<file path="config.mk">
export PLATFORM = sky130hd
export DESIGN_NAME = param_fifo
export DESIGN_NICKNAME = d
export VERILOG_FILES = /design/src/rtl/param_fifo.sv
export SDC_FILE = /design/constraint.sdc
export NUM_CORES = 1
export LEC_CHECK = 0
export ABC_AREA = 1
export BUFFER_PORTS_ARGS = -buffer_cell sky130_fd_sc_hd__buf_2
export CORE_UTILIZATION = 53
export CTS_CLUSTER_DIAMETER = 120
export DETAILED_ROUTE_END_ITERATION = 8
export GPL_ROUTABILITY_DRIVEN = 0
export PLACE_DENSITY = 0.72
export SLEW_MARGIN = 5
export SYNTH_ARGS = -nofsm -noshare
export SYNTH_HDL_FRONTEND = slang
export SYNTH_SLANG_ARGS = --single-unit
</file>
<file path="constraint.sdc">
create_clock -name clk -period 2.25 [get_ports clk]
set_input_delay 0.1125 -clock clk [delete_from_list [all_inputs] [get_ports clk]]
set_output_delay 0.1125 -clock clk [all_outputs]
set_load 0.1 [all_outputs]
</file>
<file path="src/rtl/param_fifo.sv">
// Synchronous FIFO with an arbitrary (non power-of-two) depth, occupancy-decoded status flags
// and either a registered read port or a first-word-fall-through output.
module param_fifo #(
  parameter int WIDTH    = 16,
  parameter int DEPTH    = 8,
  parameter int AF_LEVEL = DEPTH - 2,
  parameter int AE_LEVEL = 1,
  parameter int FWFT     = 0
) (
  input  logic                         clk,
  input  logic                         rst,
  input  logic                         wr_en,
  input  logic [WIDTH-1:0]             data_in,
  input  logic                         rd_en,
  output logic [WIDTH-1:0]             data_out,
  output logic                         full,
  output logic                         empty,
  output logic                         almost_full,
  output logic                         almost_empty,
  output logic                         wr_ack,
  output logic                         overflow,
  output logic                         underflow,
  output logic [$clog2(DEPTH+1)-1:0]   data_count
);

  localparam int CW = $clog2(DEPTH + 1);
  localparam int PW = $clog2(DEPTH);

  logic [WIDTH-1:0] mem [DEPTH];

  logic [PW-1:0] wr_ptr_reg, wr_ptr_next;
  logic [PW-1:0] rd_ptr_reg, rd_ptr_next;
  logic [CW-1:0] count_reg, count_next;
  logic          wr_ack_reg, overflow_reg, underflow_reg;
  logic          wr_accept, rd_accept;

  assign full         = (count_reg == CW'(DEPTH));
  assign empty        = (count_reg == '0);
  assign almost_full  = (count_reg >= CW'(AF_LEVEL));
  assign almost_empty = (count_reg <= CW'(AE_LEVEL));
  assign data_count   = count_reg;
  assign wr_ack       = wr_ack_reg;
  assign overflow     = overflow_reg;
  assign underflow    = underflow_reg;

  // Full blocks only the write and empty blocks only the read, so a simultaneous
  // request at either boundary still lets the other side proceed.
  assign wr_accept = wr_en & ~full;
  assign rd_accept = rd_en & ~empty;

  always_comb begin
    wr_ptr_next = wr_ptr_reg;
    rd_ptr_next = rd_ptr_reg;
    count_next  = count_reg;
    // Explicit wrap compare keeps the pointers correct for non power-of-two depths.
    if (wr_accept) begin
      wr_ptr_next = (wr_ptr_reg == PW'(DEPTH - 1)) ? '0 : wr_ptr_reg + PW'(1);
    end
    if (rd_accept) begin
      rd_ptr_next = (rd_ptr_reg == PW'(DEPTH - 1)) ? '0 : rd_ptr_reg + PW'(1);
    end
    case ({wr_accept, rd_accept})
      2'b10:   count_next = count_reg + CW'(1);
      2'b01:   count_next = count_reg - CW'(1);
      default: count_next = count_reg;
    endcase
  end

  always_ff @(posedge clk) begin
    if (rst) begin
      wr_ptr_reg    <= '0;
      rd_ptr_reg    <= '0;
      count_reg     <= '0;
      wr_ack_reg    <= 1'b0;
      overflow_reg  <= 1'b0;
      underflow_reg <= 1'b0;
    end else begin
      wr_ptr_reg    <= wr_ptr_next;
      rd_ptr_reg    <= rd_ptr_next;
      count_reg     <= count_next;
      wr_ack_reg    <= wr_accept;
      overflow_reg  <= wr_en & full;
      underflow_reg <= rd_en & empty;
    end
  end

  // Storage is never cleared; reset only discards entries by rewinding the pointers.
  always_ff @(posedge clk) begin
    if (wr_accept && !rst) begin
      mem[wr_ptr_reg] <= data_in;
    end
  end

  generate
    if (FWFT != 0) begin : g_fwft
      assign data_out = empty ? '0 : mem[rd_ptr_reg];
    end else begin : g_std
      logic [WIDTH-1:0] data_out_reg;

      always_ff @(posedge clk) begin
        if (rst) begin
          data_out_reg <= '0;
        end else if (rd_accept) begin
          data_out_reg <= mem[rd_ptr_reg];
        end
      end

      assign data_out = data_out_reg;
    end
  endgenerate

endmodule

</file>
Word-level counts from Yosys, hierarchy flattened
Memories as Yosys holds them, arrays and structs flattened. A register that Yosys moved wholly into a read port is not among the register bits.
Index checks and enable logic that the tools add are counted.
- output and inout bits: 27
- logic and storage cells: 33
- bits of input ports: 20
- register bits after elaboration: 13
- memories kept: 1
- RAM bits: 128
- reduce and logical (&&, ||, !) cells: 4
- multiplexer cells: 5
- bitwise gates (word level): 6
- order comparisons: 2
- equality and inequality tests: 5
- $add $sub $neg: 4
- memory list (memory ; words ; bits a word ; read ports ; clocked after Yosys merged registers in ; wr ports ; line ; text):
    mem ; 8 ; 16 ; 1 ; 1 ; 1 ; 29 ; logic [WIDTH-1:0] mem [DEPTH];
- operator list (operator ; number):
    $pmux W4 S2 ; 1
    $add A3 B1 Y3 const B ; 2
    $eq A3 B3 Y1 const B ; 2
    $mux W3 ; 2
    $add A4 B1 Y4 const B ; 1
    $and A1 B1 Y1 ; 4
    $eq A4 B4 Y1 const B ; 1
    $ge A4 B3 Y1 const B ; 1
    $le A4 B1 Y1 const B ; 1
    $logic_not A4 Y1 ; 1
    $sub A4 B1 Y4 const B ; 1
    $eq A2 B1 Y1 const B ; 1
    $eq A2 B2 Y1 const B ; 1
    $mux W1 ; 2
    $not A1 Y1 ; 2
    $reduce_bool A2 Y1 ; 1
    $logic_and A1 B1 Y1 ; 1
    $logic_not A1 Y1 ; 1

Logic depth before layout (Yosys ltp)
Gate-level depths: netlist of run 1.
- depth in word-level cells: 6
- mapped depth: 12
- depth with buffers taken out: 11

Worst setup path after synthesis of run 1
No wires, ideal clock.
- path kind: register to register
- start: reg count_reg[0], in the netlist data_count[0]
- end: mem mem[0][0] (enable)
- clock period less this slack: 3.512 ns
- stages on the path, launching flop included: 8
- setup time: 0.388 ns
- path slack: -1.262 ns
- required time: 1.862 ns
- arrival: 3.124 ns
- buffers on the path: 0
- cell sequence: dfxtp_1 -> inv_1 -> ha_1 -> nand3_1 -> inv_1 -> nor2_2 -> nand2_1 -> nor2_1
- longest elaborated chain between the ends: 6
- RTL lines (element ; line ; text):
    start, declared ; 33 ; logic [CW-1:0] count_reg, count_next;
    start signal, assigned ; 80 ; count_reg <= count_next;
    $eq A4 B4 Y1 ; 37 ; assign full = (count_reg == CW'(DEPTH));
    via full ; 16 ; output logic full,
    $not A1 Y1 ; 48 ; assign wr_accept = wr_en & ~full;
    $and A1 B1 Y1 ; 48 ;
    $logic_and A1 B1 Y1 ; 89 ; if (wr_accept && !rst) begin
    $mux W1 ; 89 ;
    $mux W1 (not written as such) ; 90 ; mem[wr_ptr_reg] <= data_in;
    end, declared ; 29 ;
The timed path passes the listed nets, and every way through them passes these cells.

Final worst setup path of run 1
- start: reg count_reg[1], in the netlist data_count[1]
- end: mem mem[1][4] (enable)
- longest elaborated chain between the ends: 6
- RTL lines (element ; line):
    $eq A4 B4 Y1 ; 37
    $not A1 Y1 ; 48
    $and A1 B1 Y1 ; 48
    $logic_and A1 B1 Y1 ; 89
    $mux W1 ; 89
    $mux W1 (not written as such) ; 90
Every way passes these cells.

==> results of run 1 <==
-- through the flow --
stage	hold slack [ns]	setup TNS [ns]
6_report	0.006766	0
5_1_grt	0.01973	0
4_1_cts	0.004431	0
3_5_place_dp	0.3859	0
3_3_place_gp	0.3828	0
2_1_floorplan	0.2114	-23.64
-- power by group through the flow --
stage | clock, mW | sequential, mW | combinational [mW]
after global routing | 2.97 | 3.51 | 3.50
after global placement | 0 | 3.53 | 3.19
final | 2.81 | 3.49 | 3.28
after detailed placement | 0 | 3.54 | 3.25
after CTS | 2.83 | 3.48 | 3.27
after floorplan | 0 | 4.41 | 1.75
-- path summary, 6_finish.rpt --
kind	slack [ns]	cells past startpoint	end	from
worst max register to register	0.28	7	mem[1][4]	data_count[1]
worst min register to register	0.46	2	data_out[4]	data_out[4]
worst max-delay path	0.28	7	mem[1][4]	data_count[1]
worst min-delay path	0.007	1	mem[3][14]	data_in[14]
-- logic make-up (layout without fill, tap and decap cells) --
family	Yosys count	after routing	share of synthesized area, %
flip-flops	157	157	66.47
AND/OR/NAND/NOR	310	310	19.79
adder cells (fa/ha/maj)	9	9	1.692
AO/OA/AOI/OAI	35	35	2.707
buffers and inverters	142	201	9.211
XOR/XNOR	1	1	0.1316
-- critical path, cell delays in order (launching register included) --
cell,delay [ns]
dfxtp_4,0.40
inv_4,0.05
ha_4,0.18
nand3_4,0.10
clkinvlp_4,0.11
nor2_4,0.19
nand2_4,0.13
nor2_4,0.43
-- repair_timing --
| item | in CTS | in global routing |
|---|---|---|
| gates resized for setup | 0 | 0 |
| hold buffers | 1 | 0 |
| setup endpoints to repair | 0 | 0 |
| hold endpoints to repair | 1 | 0 |
-- per-layer routing --
| metal | GRT usage [%] | part of all wire (%) | wire, um | vias up |
|---|---|---|---|---|
| li1 | - | - | - | 2213 |
| met1 | 35.64 | 45 | 6654 | 2148 |
| met2 | 36.44 | 45 | 6628 | 224 |
| met3 | 5.029 | 8.5 | 1252 | 27 |
| met4 | 9.437 | 1.8 | 261 | 0 |
| met5 | 0 | 0 | 0 | - |
-- Yosys cell counts --
library cell,number
a211oi_1,2
a21oi_1,25
buf_2,15
buf_4,5
buf_6,5
clkbuf_1,4
dfxtp_1,29
edfxtp_1,128
ha_1,9
inv_1,110
inv_2,2
inv_6,1
nand2_1,188
nand2_4,2
nand3_1,97
nand4_1,2
nor2_1,17
nor2_2,1
nor2_4,1
nor3_1,2
o21ai_0,8
xor2_1,1
-- cell type report --
class	instances	area [um^2]
clock inverters	14	151.4
multi-input cells	355	1727
inverters	113	437.9
fillers	944	4398
repair buffers	56	320.3
well taps	168	210.2
clock buffers	18	429.2
flip-flops and latches	157	4438
==> flow_summary.json, run 1 <==
{
  "wirelength_um": 14800,
  "drc_errors": 0,
  "dp.cells": 848,
  "route.antenna.remaining_nets": 0,
  "p_seq_share_pct": 36.4,
  "netlist_instances": 654,
  "drt_iter0_drc": 438,
  "finalMaxSlewViolations": 0,
  "die_width_um": 114.1,
  "power.switching_mw": 3.778,
  "grt_max_degree": 66,
  "htreeDepth": 4,
  "grt.overflow.total": 0,
  "synth_area_leader_cell": "edfxtp_1",
  "critPathKind": "flip-flop to flip-flop",
  "initial_core_util_pct": 54.96,
  "clk_path_buf_depth": 2,
  "num_vias": 4612,
  "finalHoldViolCount": 0,
  "pre_cts_ws_ns": 0.2753,
  "synth-seq-cells": 157,
  "power_frac_comb_pct": 34.2,
  "critPathLaunchType": "flip-flop",
  "ys_top_cells_by_area": "edfxtp_1, nand2_1, dfxtp_1",
  "io_buffers": 46,
  "mostFrequentLayoutCell": "nand2_1",
  "n_antenna_cell": 0,
  "worst_clock_skew_ns": 0.007335,
  "yosysSeqAreaShare_pct": 66.47,
  "drv_cap": 0,
  "maxSlewHeadroom_pct": 53.36,
  "clk_pin_slew_worst_paths_ns": 0.06,
  "p_int_mw": 5.793,
  "rsz0062_at_grt": "false",
  "swShare_pct": 39.47,
  "synth.top_cell.area_share_pct": 57.74,
  "design_area_um2": 7714,
  "power.density_nw_per_um2": 1241,
  "power_mw": 9.571,
  "final.min_clock_period_ns": 1.969,
  "numCtsBuffers": 17,
  "synthesis.area_um2": 6656,
  "p_clk_share_pct": 29.4,
  "fmax_mhz": 508.0,
  "synth_nets": 683,
  "core_um2": 12110,
  "period_share_pct": 87.49,
  "crit_path_end_kind": "flip-flop",
  "postSynthAreaPerCell_um2": 10.18,
  "grt_pass1_vias": 4246,
  "row_count": 40,
  "layout.cells.non_filler": 881,
  "vias_per_cell": 5.235,
  "syn2layout_area_growth_pct": 15.88,
  "drtPass1Iterations": 5,
  "clk_latency_ns": 0.42,
  "antenna_found_initial": 0,
  "status": "complete, no violations",
  "dpl.hpwl_um": 9802,
  "grt_first_pass_wirelength_um": 23020,
  "critPathRequiredTime_ns": 2.31,
  "setup_violations": 0,
  "dieHeight_um": 114.1,
  "cp.arrival_ns": 2.03,
  "min_path_type": "input port to flip-flop",
  "cp_max_fo": 16,
  "worstMarginPinSlew_ns": 0.6996,
  "grt.total_usage_pct": 24.50,
  "root_buffer": "clkbuf_16",
  "cts_setup_buffers": 0,
  "power_leakage_nw": 3.306,
  "place_area_um2": 7123,
  "nets": 729,
  "setup_ws_ns": 0.2815,
  "most-common-layout-cells": "nand2_1, edfxtp_1, inv_1, nand3_1, buf_2",
  "drive_above_1_share_pct": 15.57,
  "wl_per_cell_um": 16.79,
  "ios": 47,
  "die_area_um2": 13010,
  "ys_types": 22,
  "fin_util_pct": 63.69,
  "cts_tree": "built",
  "yosysWarningCount": 0,
  "largest_reg_flops": 128,
  "ir_worst_vdd_mv": 0.5331,
  "cts_num_sinks": 157
}
Note: power is estimated with default switching activity, not from simulation.
==> inputs of run 2 (changes only) <==
==> constraint.sdc (replaced) <==
create_clock -name clk -period 1.7 [get_ports clk]
set_input_delay 0.085 -clock clk [delete_from_list [all_inputs] [get_ports clk]]
set_output_delay 0.085 -clock clk [all_outputs]
set_load 0.05 [all_outputs]
==> run 2 against run 1 <==
Worst setup slack got worse by 0.26 ns; fmax increased by 17%; via count increased by 1.8%; die area unchanged; cell count increased by 3.3%; sequential power increased by 32%; critical endpoint is now mem[1][1]; register-to-register slack got worse by 0.26 ns; critical path type unchanged.
==> flow_summary.json, run 2 (synthesis results as in run 1) <==
{
  "drv_cap": 0,
  "grt_max_degree": 41,
  "mostFrequentLayoutCell": "nand2_1",
  "critPathRequiredTime_ns": 1.83,
  "cp.arrival_ns": 1.81,
  "nets": 758,
  "power_leakage_nw": 3.472,
  "initial_core_util_pct": 54.96,
  "fmax_mhz": 596.2,
  "ir_worst_vdd_mv": 0.7819,
  "root_buffer": "clkbuf_16",
  "most-common-layout-cells": "nand2_1, edfxtp_1, inv_1, nand3_1, buf_2",
  "setup_violations": 0,
  "crit_chain": "inv_6 -> ha_4 -> nand3_4 -> clkinvlp_4 -> nor2_4 -> nand2_4 -> nor2_4 -> buf_12",
  "period_share_pct": 98.67,
  "hold_start": "data_in[10]",
  "drt_iter0_drc": 389,
  "drive_above_1_share_pct": 17.92,
  "reg2reg_depth": 8,
  "clk_path_buf_depth": 2,
  "place_area_um2": 7388,
  "vias_per_cell": 5.157,
  "grt_pass1_vias": 4478,
  "status": "complete, no violations",
  "rsz0062_at_grt": "true",
  "io_buffers": 46,
  "syn2layout_area_growth_pct": 22.14,
  "ios": 47,
  "finalHoldViolCount": 0,
  "clk_latency_ns": 0.42,
  "critPathLaunchType": "flip-flop",
  "maxSlewHeadroom_pct": 72.53,
  "worst_clock_skew_ns": 0.005867,
  "reg2reg_from": "data_count[0]",
  "finalMaxSlewViolations": 0,
  "grt.overflow.total": 0,
  "dieHeight_um": 114.1,
  "htreeDepth": 4,
  "worstReg2RegEnd": "mem[1][1]",
  "row_count": 40,
  "num_vias": 4693,
  "cts_tree": "built",
  "design_area_um2": 8130,
  "path_delay_family": "simple AND/OR/NAND/NOR gates",
  "wl_per_cell_um": 17.08,
  "core_um2": 12110,
  "worstMarginPinSlew_ns": 0.4114,
  "power_mw": 12.22,
  "cts_num_sinks": 157,
  "grt.total_usage_pct": 25.91,
  "holdPathEnd": "mem[0][10]",
  "grt_first_pass_wirelength_um": 23940,
  "critPathMostFrequentCell": "nor2_4",
  "clk_pin_slew_worst_paths_ns": 0.06,
  "route.antenna.remaining_nets": 0,
  "crit_path_end_kind": "flip-flop",
  "drtPass1Iterations": 6,
  "wirelength_um": 15540,
  "drc_errors": 0,
  "dpl.hpwl_um": 10050,
  "die_width_um": 114.1,
  "largest_reg_flops": 128,
  "crit_buf_inv": 3,
  "ff2ff_setup_slack_ns": 0.02,
  "final.min_clock_period_ns": 1.677,
  "slowest_stage": "dfxtp_4",
  "holdPathStages": 1,
  "cpPeakStageDelay_ns": 0.36,
  "cp_max_fo": 16,
  "antenna_found_initial": 0,
  "fin_hold_ws_ns": 0.01108,
  "min_path_type": "input port to flip-flop",
  "power.density_nw_per_um2": 1503,
  "numCtsBuffers": 17,
  "critPathKind": "flip-flop to flip-flop",
  "n_antenna_cell": 0,
  "die_area_um2": 13010
}
-- run 2: changes by cell type in the layout (fill, tap and decap cells not counted), sizes merged --
cell,delta
dlygate4sd3,+12
clkinvlp,+3
clkbuf,+1
clkinv,-4
buf,+17
-- run 2: worst max path at each step --
| stage | to | depth (start not counted) | from | slack (ns) |
|---|---|---|---|---|
| after floorplan | mem[1][0] | 7 | data_count[0] | -0.38 |
| final | mem[1][1] | 8 | data_count[0] | 0.02 |
| after detailed placement | mem[1][3] | 8 | data_count[1] | 0.005 |
| after CTS | data_count[3] | 12 | data_count[1] | 0.003 |
| after global routing | mem[3][13] | 8 | data_count[0] | -0.05 |
| after global placement | mem[1][2] | 8 | data_count[0] | 0.04 |
-- run 2: metal layers --
layer / global-route usage [%] / part of all wire [%] / vias up
met2: 40.53 / 47 / 204
li1: - / - / 2270
met4: 10.22 / 1.5 / 0
met1: 35.18 / 43 / 2195
met5: 0 / 0 / -
met3: 6.300 / 8.7 / 24
-- run 2: layout make-up --
| class | count | area, um^2 |
|---|---|---|
| fillers | 896 | 3981 |
| repair buffers | 85 | 709.4 |
| clock inverters | 13 | 148.9 |
| inverters | 113 | 440.4 |
| well taps | 168 | 210.2 |
| clock buffers | 19 | 432.9 |
| flip-flops and latches | 157 | 4436 |
| multi-input cells | 355 | 1753 |
-- run 2: what timing repair did --
action | in CTS | in global routing
hold buffers | 13 | 0
resized for setup | 0 | 9
cloned | 0 | 0
pin swaps | 1 | 1
hold endpoints to repair | 84 | 0
setup buffers | 0 | 1
endpoints found under the setup margin | 16 | 105
-- run 2: through the flow --
| stage | setup TNS, ns | util [%] | setup slack [ns] | instances |
|---|---|---|---|---|
| final | 0 | 67.13 | 0.02265 | 910 |
| after global routing | -2.024 | 67.13 | -0.04513 | 910 |
| after CTS | 0 | 66.88 | 0.002527 | 909 |
| after detailed placement | 0 | 61.00 | 0.005051 | 864 |
| after global placement | 0 | 61.00 | 0.03764 | 864 |
| after floorplan | -46.67 | - | -0.3827 | 654 |
-- run 2: power by group --
part	internal [mW]	leakage (nW)	switching [mW]	total [mW]
registers	4.44	1.40	0.154	4.59
clock network	2.28	0.276	1.44	3.73
logic	1.15	1.80	2.74	3.90
total	7.88	3.47	4.34	12.2
==> inputs of run 3 (changes only) <==
==> constraint.sdc (replaced) <==
create_clock -name clk -period 1.7 [get_ports clk]
set_input_delay 0.085 -clock clk [delete_from_list [all_inputs] [get_ports clk]]
set_output_delay 0.085 -clock clk [all_outputs]
set_load 0.01 [all_outputs]
==> run 3 against run 2 <==
Hold slack improved by 0.0044 ns; clock skew rose by 0.0018 ns; cell count rose by 0.11%; critical path type unchanged; die area did not move; fmax rose by 0.43%; largest cell class unchanged; first-iteration DRC count fell by 15%.
==> flow_summary.json, run 3 (synthesis results as in run 1) <==
{
  "status": "complete, no violations",
  "mostFrequentLayoutCell": "nand2_1",
  "cts_tree": "built",
  "grt_first_pass_wirelength_um": 22830,
  "finalHoldViolCount": 0,
  "rsz0062_at_grt": "true",
  "final.min_clock_period_ns": 1.670,
  "most-common-layout-cells": "nand2_1, edfxtp_1, inv_1, nand3_1, buf_2",
  "critPathKind": "flip-flop to flip-flop",
  "row_count": 40,
  "core_um2": 12110,
  "maxSlewHeadroom_pct": 74.00,
  "vias_per_cell": 5.130,
  "n_antenna_cell": 0,
  "numCtsBuffers": 17,
  "critPathMostFrequentCell": "nor2_4",
  "period_share_pct": 98.25,
  "power.density_nw_per_um2": 1398,
  "setup_violations": 0,
  "grt_pass1_vias": 4556,
  "fin_hold_ws_ns": 0.01551,
  "die_area_um2": 13010,
  "num_vias": 4673,
  "grt.total_usage_pct": 23.96,
  "initial_core_util_pct": 54.96,
  "cpPeakStageDelay_ns": 0.39,
  "syn2layout_area_growth_pct": 22.11,
  "dieHeight_um": 114.1,
  "p_seq_share_pct": 40.7,
  "drtPass1Iterations": 7,
  "cts_num_sinks": 157,
  "critPathRequiredTime_ns": 1.83,
  "ir_worst_vdd_mv": 0.7752,
  "nets": 759,
  "top_layer_used": "met4",
  "power_leakage_nw": 3.481,
  "worst_clock_skew_ns": 0.007658,
  "met3WireLength_um": 785,
  "crit_path_end_kind": "flip-flop",
  "wl_per_cell_um": 15.55,
  "wl_met2_um": 7153,
  "clk_latency_ns": 0.43,
  "grt.overflow.total": 0,
  "power_frac_comb_pct": 26.5,
  "grt_max_degree": 38,
  "drv_cap": 0,
  "slowest_stage": "dfxtp_4",
  "power_mw": 11.36,
  "critPathLaunchType": "flip-flop",
  "largest_reg_flops": 128,
  "swShare_pct": 32.10,
  "reg2reg_depth": 8,
  "drc_errors": 0,
  "fmax_mhz": 598.7,
  "io_buffers": 46,
  "cp_max_fo": 16,
  "wirelength_um": 14170,
  "crit_chain": "inv_6 -> ha_4 -> nand3_4 -> inv_2 -> nor2_4 -> nand2_4 -> nor2_4 -> buf_12",
  "clk_pin_slew_worst_paths_ns": 0.06,
  "power.switching_mw": 3.647,
  "die_width_um": 114.1,
  "holdPathStages": 3,
  "p_clk_share_pct": 32.9,
  "wl_met1_um": 5887,
  "antenna_found_initial": 0,
  "clk_path_buf_depth": 2,
  "htreeDepth": 4,
  "root_buffer": "clkbuf_16",
  "finalMaxSlewViolations": 0,
  "min_path_type": "input port to flip-flop",
  "drive_above_1_share_pct": 17.23,
  "fin_util_pct": 67.11,
  "route.antenna.remaining_nets": 0,
  "dpl.hpwl_um": 8919,
  "cp.arrival_ns": 1.80,
  "worstMarginPinSlew_ns": 0.3894,
  "drt_iter0_drc": 332,
  "p_int_mw": 7.716,
  "ios": 47
}
[run 3: repair_timing]
| action | 4_1_cts | 5_1_grt |
|---|---|---|
| gates cloned | 0 | 0 |
| endpoints found under the hold margin | 129 | 0 |
| pin swaps | 0 | 3 |
| hold buffers | 17 | 0 |
| buffers inserted | 0 | 1 |
| endpoints found under the setup margin | 1 | 130 |
| resized for setup | 1 | 9 |
[run 3: final timing paths]
kind / from / to / slack (ns)
min: wr_en / overflow / 0.02
max: data_count[0] / mem[1][5] / 0.03
max reg2reg: data_count[0] / mem[1][5] / 0.03
min reg2reg: data_out[3] / data_out[3] / 0.46
[run 3: power groups by stage]
stage	clock network (mW)	logic, mW	registers [mW]
2_1_floorplan	0	2.00	4.73
3_3_place_gp	0	2.82	4.67
3_5_place_dp	0	2.90	4.69
4_1_cts	3.79	2.96	4.61
5_1_grt	3.95	3.34	4.65
6_report	3.73	3.01	4.62
[run 3: area by class of cell]
cell class	count	area (um^2)
repair buffers	86	710.7
flip-flops and latches	157	4433
fillers	880	3984
inverters	113	436.7
well taps	168	210.2
clock inverters	15	165.2
multi-input cells	355	1747
clock buffers	17	425.4
[run 3: routing by layer]
metal	track usage [%]	up-vias
met3	5.558	30
met5	0	-
met4	10.65	0
met2	40.12	144
met1	29.85	2223
li1	-	2276
[run 3: metrics by stage]
step                      worst slack (ns)  std cells  setup TNS [ns]  instance area [um^2]
after global placement             0.07956        861               0                  7335
after global routing              -0.05158        911        -0.09478                  8128
final                              0.02978        911               0                  8128
after CTS                         0.006992        910               0                  8098
after floorplan                    0.01332        654               0                  6774
after detailed placement        -0.0008750        861      -0.0008750                  7335
[run 3: worst max-delay path, delay by kind of cell, from the launching register on]
family                   cells  cell delay (ns)
AND/OR/NAND/NOR              4             0.51
adder cells (fa/ha/maj)      1             0.18
buffers and inverters        3             0.28
flip-flops                   1             0.39
